--- src/rtl/conv_pkg.sv ---
// Constants shared by the window generator and the convolution unit:
// operand width default and 3x3 window packing.
package conv_pkg;

  localparam int unsigned DefDw   = 17;
  localparam int unsigned WinRows = 3;
  localparam int unsigned WinCols = 3;
  localparam int unsigned WinSize = WinRows * WinCols;

  // Element k of a packed window sits at [DW*k +: DW], row-major, k=0 is top-left (oldest).
  function automatic int unsigned win_idx(input int unsigned r, input int unsigned c);
    return r * WinCols + c;
  endfunction

endpackage

--- src/rtl/conv_window_gen_if.sv ---
// Pixel-in / window-out handshake bundle for conv_window_gen.
interface conv_window_gen_if
  import conv_pkg::*;
#(
  parameter int unsigned DW = DefDw
);

  logic                  in_valid;
  logic                  in_ready;
  logic [DW-1:0]         in_data;
  logic                  win_valid;
  logic                  win_ready;
  logic [WinSize*DW-1:0] win_data;
  logic                  win_last;

  // master: pixel producer plus window consumer; slave: the window generator
  modport master (
    output in_valid, in_data, win_ready,
    input  in_ready, win_valid, win_data, win_last
  );

  modport slave (
    input  in_valid, in_data, win_ready,
    output in_ready, win_valid, win_data, win_last
  );

endinterface

--- src/rtl/conv_line_buf.sv ---
// Line buffer: DEPTH-deep circular FIFO; dout is the word written DEPTH enables ago.
module conv_line_buf
  import conv_pkg::*;
#(
  parameter int unsigned DW    = DefDw,
  parameter int unsigned DEPTH = 8
) (
  input  logic          clk,
  input  logic          rst,
  input  logic          en,
  input  logic [DW-1:0] din,
  output logic [DW-1:0] dout
);

  localparam int unsigned     PW      = $clog2(DEPTH);
  localparam logic [PW-1:0]   PtrLast = PW'(DEPTH - 1);

  logic [DW-1:0] mem [DEPTH];
  logic [PW-1:0] ptr_q, ptr_d;

  assign dout = mem[ptr_q];

  always_comb begin
    ptr_d = ptr_q;
    if (en) begin
      ptr_d = (ptr_q == PtrLast) ? '0 : ptr_q + 1'b1;
    end
  end

  always_ff @(posedge clk) begin
    if (rst) begin
      ptr_q <= '0;
    end else begin
      ptr_q <= ptr_d;
    end
  end

  // Storage is deliberately not reset; stale rows are overwritten before any window uses them.
  always_ff @(posedge clk) begin
    if (en) begin
      mem[ptr_q] <= din;
    end
  end

endmodule

--- src/rtl/conv_window_gen.sv ---
// 3x3 sliding-window generator for raster pixel streams (valid convolution, no padding).
// Optional frame counter output enabled by defining CONV_WINDOW_GEN_FRAME_CNT_EN.
module conv_window_gen
  import conv_pkg::*;
#(
  parameter int unsigned DW    = DefDw,
  parameter int unsigned IMG_W = 8,
  parameter int unsigned IMG_H = 8
) (
  input  logic             clk,
  input  logic             rst,
`ifdef CONV_WINDOW_GEN_FRAME_CNT_EN
  output logic [15:0]      frame_cnt,
`endif
  conv_window_gen_if.slave bus
);

  localparam int unsigned   CW      = $clog2(IMG_W);
  localparam int unsigned   RW      = $clog2(IMG_H);
  localparam logic [CW-1:0] ColLast = CW'(IMG_W - 1);
  localparam logic [RW-1:0] RowLast = RW'(IMG_H - 1);

  logic                  accept, load;
  logic [CW-1:0]         col_q, col_d;
  logic [RW-1:0]         row_q, row_d;
  logic [DW-1:0]         lb0_out, lb1_out;
  logic [DW-1:0]         col_in [WinRows];
  logic [DW-1:0]         win_q  [WinSize];
  logic [DW-1:0]         win_d  [WinSize];
  logic                  win_valid_q, win_valid_d;
  logic                  win_last_q, win_last_d;
  logic [WinSize*DW-1:0] win_data_q, win_data_d;

  assign bus.in_ready  = !win_valid_q || bus.win_ready;
  assign bus.win_valid = win_valid_q;
  assign bus.win_last  = win_last_q;
  assign bus.win_data  = win_data_q;

  assign accept = bus.in_valid && bus.in_ready;
  assign load   = accept && (row_q >= RW'(2)) && (col_q >= CW'(2));

  conv_line_buf #(.DW(DW), .DEPTH(IMG_W)) u_lb0 (
    .clk  (clk),
    .rst  (rst),
    .en   (accept),
    .din  (bus.in_data),
    .dout (lb0_out)
  );

  conv_line_buf #(.DW(DW), .DEPTH(IMG_W)) u_lb1 (
    .clk  (clk),
    .rst  (rst),
    .en   (accept),
    .din  (lb0_out),
    .dout (lb1_out)
  );

  // New right-hand column: two rows up, one row up, current pixel.
  assign col_in[0] = lb1_out;
  assign col_in[1] = lb0_out;
  assign col_in[2] = bus.in_data;

  always_comb begin
    col_d = col_q;
    row_d = row_q;
    if (accept) begin
      if (col_q == ColLast) begin
        col_d = '0;
        row_d = (row_q == RowLast) ? '0 : row_q + 1'b1;
      end else begin
        col_d = col_q + 1'b1;
      end
    end
  end

  always_comb begin
    win_d = win_q;
    if (accept) begin
      for (int unsigned r = 0; r < WinRows; r++) begin
        for (int unsigned c = 0; c < WinCols - 1; c++) begin
          win_d[win_idx(r, c)] = win_q[win_idx(r, c + 1)];
        end
        win_d[win_idx(r, WinCols - 1)] = col_in[r];
      end
    end
  end

  always_comb begin
    win_valid_d = win_valid_q;
    win_last_d  = win_last_q;
    win_data_d  = win_data_q;
    if (load) begin
      win_valid_d = 1'b1;
      win_last_d  = (row_q == RowLast) && (col_q == ColLast);
      for (int unsigned k = 0; k < WinSize; k++) begin
        win_data_d[k*DW +: DW] = win_d[k];
      end
    end else if (bus.win_ready) begin
      win_valid_d = 1'b0;
    end
  end

  always_ff @(posedge clk) begin
    if (rst) begin
      col_q       <= '0;
      row_q       <= '0;
      win_valid_q <= 1'b0;
      win_last_q  <= 1'b0;
      win_data_q  <= '0;
    end else begin
      col_q       <= col_d;
      row_q       <= row_d;
      win_valid_q <= win_valid_d;
      win_last_q  <= win_last_d;
      win_data_q  <= win_data_d;
    end
  end

  always_ff @(posedge clk) begin
    win_q <= win_d;
  end

`ifdef CONV_WINDOW_GEN_FRAME_CNT_EN
  logic [15:0] frame_cnt_q;

  always_ff @(posedge clk) begin
    if (rst) begin
      frame_cnt_q <= '0;
    end else if (win_valid_q && bus.win_ready && win_last_q) begin
      frame_cnt_q <= frame_cnt_q + 16'd1;
    end
  end

  assign frame_cnt = frame_cnt_q;
`endif

endmodule
--- src/flat_wrapper.sv ---
// flat-port wrapper written by rule: the top's interface ports become plain ports
module conv_window_gen_flat import conv_pkg::*;
#(
  parameter int unsigned DW    = DefDw,
  parameter int unsigned IMG_W = 8,
  parameter int unsigned IMG_H = 8
)
  (clk, rst, bus_in_valid, bus_in_data, bus_win_ready, bus_in_ready, bus_win_valid, bus_win_data, bus_win_last);
  conv_window_gen_if #(.DW(DW)) bus_i ();
  input  logic clk;
  input  logic rst;
  input wire logic [$bits(bus_i.in_valid)-1:0] bus_in_valid;
  input wire logic [$bits(bus_i.in_data)-1:0] bus_in_data;
  input wire logic [$bits(bus_i.win_ready)-1:0] bus_win_ready;
  output wire logic [$bits(bus_i.in_ready)-1:0] bus_in_ready;
  output wire logic [$bits(bus_i.win_valid)-1:0] bus_win_valid;
  output wire logic [$bits(bus_i.win_data)-1:0] bus_win_data;
  output wire logic [$bits(bus_i.win_last)-1:0] bus_win_last;
  assign bus_i.in_valid = bus_in_valid;
  assign bus_i.in_data = bus_in_data;
  assign bus_i.win_ready = bus_win_ready;
  assign bus_in_ready = bus_i.in_ready;
  assign bus_win_valid = bus_i.win_valid;
  assign bus_win_data = bus_i.win_data;
  assign bus_win_last = bus_i.win_last;
  conv_window_gen #(.DW(DW), .IMG_W(IMG_W), .IMG_H(IMG_H)) u_core (.clk(clk), .rst(rst), .bus(bus_i));
endmodule
--- config.mk ---
export PLATFORM = sky130hd
export DESIGN_NAME = conv_window_gen_flat
export DESIGN_NICKNAME = d
export VERILOG_FILES = /design/src/rtl/conv_pkg.sv /design/src/rtl/conv_window_gen_if.sv /design/src/rtl/conv_line_buf.sv /design/src/rtl/conv_window_gen.sv /design/src/flat_wrapper.sv
export SDC_FILE = /design/constraint.sdc
export NUM_CORES = 1
export LEC_CHECK = 0
export BUFFER_PORTS_ARGS = -buffer_cell sky130_fd_sc_hd__buf_2
export CORE_ASPECT_RATIO = 0.8
export CORE_MARGIN = 2
export CORE_UTILIZATION = 60
export CTS_BUF_LIST = sky130_fd_sc_hd__clkbuf_4 sky130_fd_sc_hd__clkbuf_8 sky130_fd_sc_hd__clkbuf_16
export DETAILED_ROUTE_END_ITERATION = 10
export GPL_ROUTABILITY_DRIVEN = 0
export PLACE_DENSITY = 0.81
export SYNTH_ARGS = -nofsm -noshare
export SYNTH_HDL_FRONTEND = slang
export SYNTH_SLANG_ARGS = --single-unit
--- constraint.sdc ---
create_clock -name clk -period 7.5 [get_ports clk]
set_input_delay 0.75 -clock clk [delete_from_list [all_inputs] [get_ports clk]]
set_output_delay 0.75 -clock clk [all_outputs]
set_load 0.01 [all_outputs]
==> results.py <==
metrics = {
    "outcome": {
        "outcome": "complete, no violations",
    },
    "finish": {
        "post_route_cells_drive_above_1_share_pct": 29.65,
        "area_growth_pct": 12.52,
        "final_core_util_pct": 68.22,
        "nets": 1598,
    },
    "synth": {
        "synth.distinct_cells": 36,
        "syn_avg_cell_area_um2": 14.22,
        "yosys.cell_count.top_type": "dfxtp_1",
        "synth_area_leaders": "edfxtp_1 39%, dfxtp_1 26%, mux4_2 6.9%",
        "syn_nets": 1504,
        "synth-seq-area-share_pct": 65.23,
        "syn_area_um2": 20960,
        "yosysWarnings": 0,
        "synth_flop_cell": "dfxtp_1",
        "synth_edf_count": 272,
        "yosysTopAreaCell": "edfxtp_1",
        "async_flop_share_pct": 0,
        "yosysTopAreaCellShare_pct": 38.97,
        "synth_common_cells": "275 x dfxtp_1, 272 x edfxtp_1, 153 x a31oi_1, 127 x nor3_1, 121 x nor4_1",
        "synthCells": 1474,
        "synth-seq-cells": 547,
    },
    "detailed_routing": {
        "drt-total-wl_mm": 50.82,
        "drc": 0,
        "drtPass1Iterations": 6,
        "wl_per_cell_um": 24.41,
        "vias": 13662,
        "ant_nets": 0,
        "via_per_inst": 6.562,
        "drt_iter0_markers": 1794,
    },
    "worst_hold_path": {
        "hp-class": "reg -> reg",
    },
    "timing": {
        "rsz0062_at_grt": "false",
        "worst_slew_pin_slew_ps": 1308,
        "hold_viol": 0,
        "setup_violations": 0,
        "drv_slew": 0,
        "tns_ps": 0,
        "fin_crit_ps": 3771,
        "fmax_ghz": 0.2652,
        "slew_headroom_pct": 12.77,
        "fin_ws_ps": 3729,
        "fin_worst_skew_ps": 28.07,
        "period_share_pct": 50.28,
    },
    "die": {
        "core_area_um2": 34570,
        "die_w_um": 213.0,
        "start_util_pct": 60.63,
        "dieHeight_um": 171.2,
        "dieArea_um2": 36460,
        "std_cell_rows": 61,
        "io_pins": 177,
    },
    "cts": {
        "post_cts_buffers": 0,
        "clock-sinks": 547,
        "clk_pin_slew_worst_paths_ps": 60,
        "cts_tree": "yes",
        "clock_latency_ps": 580,
        "cts_made_buffers": 50,
        "cts.path.max_buffers": 3,
        "cts_resized": 0,
        "cts_hold_buffers": 0,
        "htreeDepth": 2,
        "cts-root-buf": "clkbuf_16",
    },
    "worst_setup_path": {
        "critPathBufInv": 4,
        "cp_slowest_cell": "buf_4",
        "critPathMaxStageDelay_ps": 1030,
        "path_cells": "buf_4 -> buf_4 -> inv_4 -> buf_4 -> or4_1 -> a21oi_1",
        "worstPathMaxFanout": 119,
        "cp-start-kind": "input port",
        "cp_data_arrival_time_ps": 4230,
        "worstSetupPathType": "in -> reg",
        "critPathMostFrequentCell": "buf_4",
        "crit_required_ps": 7960,
        "critical-path-top-delay-family": "buffers and inverters",
        "end_kind": "flop",
    },
    "power": {
        "clkPwrFrac_pct": 40.8,
        "pwr-share-seq_pct": 53.1,
        "p_comb_share_pct": 6.1,
        "p_int_mw": 4.936,
        "power.density_nw_per_um2": 269.0,
        "p_sw_share_pct": 22.21,
        "max-vdd-ir-drop_uv": 177.2,
        "p_leak_nw": 8.080,
        "power_switching_mw": 1.409,
    },
    "global_routing": {
        "overflow": 0,
        "grtUsageTotal_pct": 27.88,
        "antenna_found_initial": 3,
        "grt_pass1_vias": 13056,
        "grt_pass1_wl_mm": 77.27,
        "grt_max_degree": 121,
    },
    "run": {
        "drv_cap": 0,
    },
    "placed_design": {
        "port_buffers": 176,
        "dp_slack_ps": 3272,
        "post-dp-hpwl_mm": 29.85,
    },
}
-- state kept, by name, summed over array words and instances, names as in the netlist, named ones only --
register,count
u_core.bus.win_data,153
u_core.bus.win_last,1
u_core.bus.win_valid,1
u_core.col_q,3
u_core.row_q,3
u_core.u_lb0.mem,136
u_core.u_lb0.ptr_q,3
u_core.u_lb1.mem,136
u_core.u_lb1.ptr_q,3
u_core.win_q,102
-- worst register-to-register path, cell delays in order, from the launching register on --
cell and delay (ps):
dfxtp_1 330, nor2b_4 130, buf_4 370, inv_4 580, nand3_1 330, nor2_1 840, buf_4 360
-- power by group through the flow --
stage,Combinational [mW],Clock (mW),Sequential [mW]
global placement,0.365,0,3.42
CTS,0.384,2.61,3.36
floorplan,0.284,0,3.39
global route,0.412,2.73,3.38
detailed placement,0.379,0,3.43
finish,0.388,2.59,3.37
-- per-stage QoR --
step / cell area [um2] / instances / hold WS [ps] / power, mW
after global routing: 23580 / 2081 / 498.1 / 6.519
after CTS: 23580 / 2081 / 487.1 / 6.357
after detailed placement: 21880 / 1988 / 472.2 / 3.805
final: 23590 / 2082 / 485.7 / 6.345
after global placement: 21880 / 1988 / 466.2 / 3.782
after floorplan: 20960 / 1474 / 455.2 / 3.670
-- per-layer routing --
metal | GRT usage, % | vias to the layer above | part of all wire [%]
met1 | 40.63 | 6834 | 42
li1 | - | 6007 | -
met5 | 0 | - | 0
met2 | 42.27 | 723 | 46
met4 | 9.273 | 0 | 2.6
met3 | 5.697 | 98 | 9.1
-- cells by family after synthesis --
logic type | count (synthesis) | synth area share, %
buffers and inverters | 182 | 4.536
flip-flops | 547 | 65.23
AO/OA/AOI/OAI | 284 | 8.530
multiplexers | 170 | 13.67
AND/OR/NAND/NOR | 282 | 7.497
adder cells (fa/ha/maj) | 9 | 0.5372
-- path summary, 6_finish.rpt --
path,startpoint,to,slack (ps),depth (start not counted)
setup / recovery,bus_in_valid,flop,3730,6
hold / removal,u_core.win_q[29],u_core.win_q[29],490,1
setup reg to reg,u_core.bus.win_valid,u_core.u_lb0.mem[3][3],4240,6
hold reg to reg,u_core.win_q[29],u_core.win_q[29],490,1
-- cell usage in the layout, fill, tap and decap left out, types with 10 or more instances in the layout --
cell / count
a211oi_1: 25
a211oi_2: 10
a21oi_1: 14
a31oi_1: 153
buf_2: 174
buf_4: 29
clkbuf_16: 54
clkbuf_4: 10
clkinv_2: 13
dfxtp_1: 270
edfxtp_1: 272
inv_1: 19
mux2_2: 68
mux2i_1: 17
mux2i_4: 17
mux4_2: 64
nor3_1: 119
nor4_1: 119
o21ai_0: 52
o21ai_1: 24
-- final cells by class --
| cell class | instances | area (um2) |
|---|---|---|
| flip-flops and latches | 547 | 13680 |
| clock inverters | 20 | 151.4 |
| well taps | 472 | 590.6 |
| inverters | 21 | 83.83 |
| repair buffers | 203 | 1089 |
| fillers | 2228 | 10990 |
| clock buffers | 73 | 1550 |
| multi-input cells | 745 | 6439 |
| diodes | 1 | 2.502 |
Power figures use the tool's default switching activity.
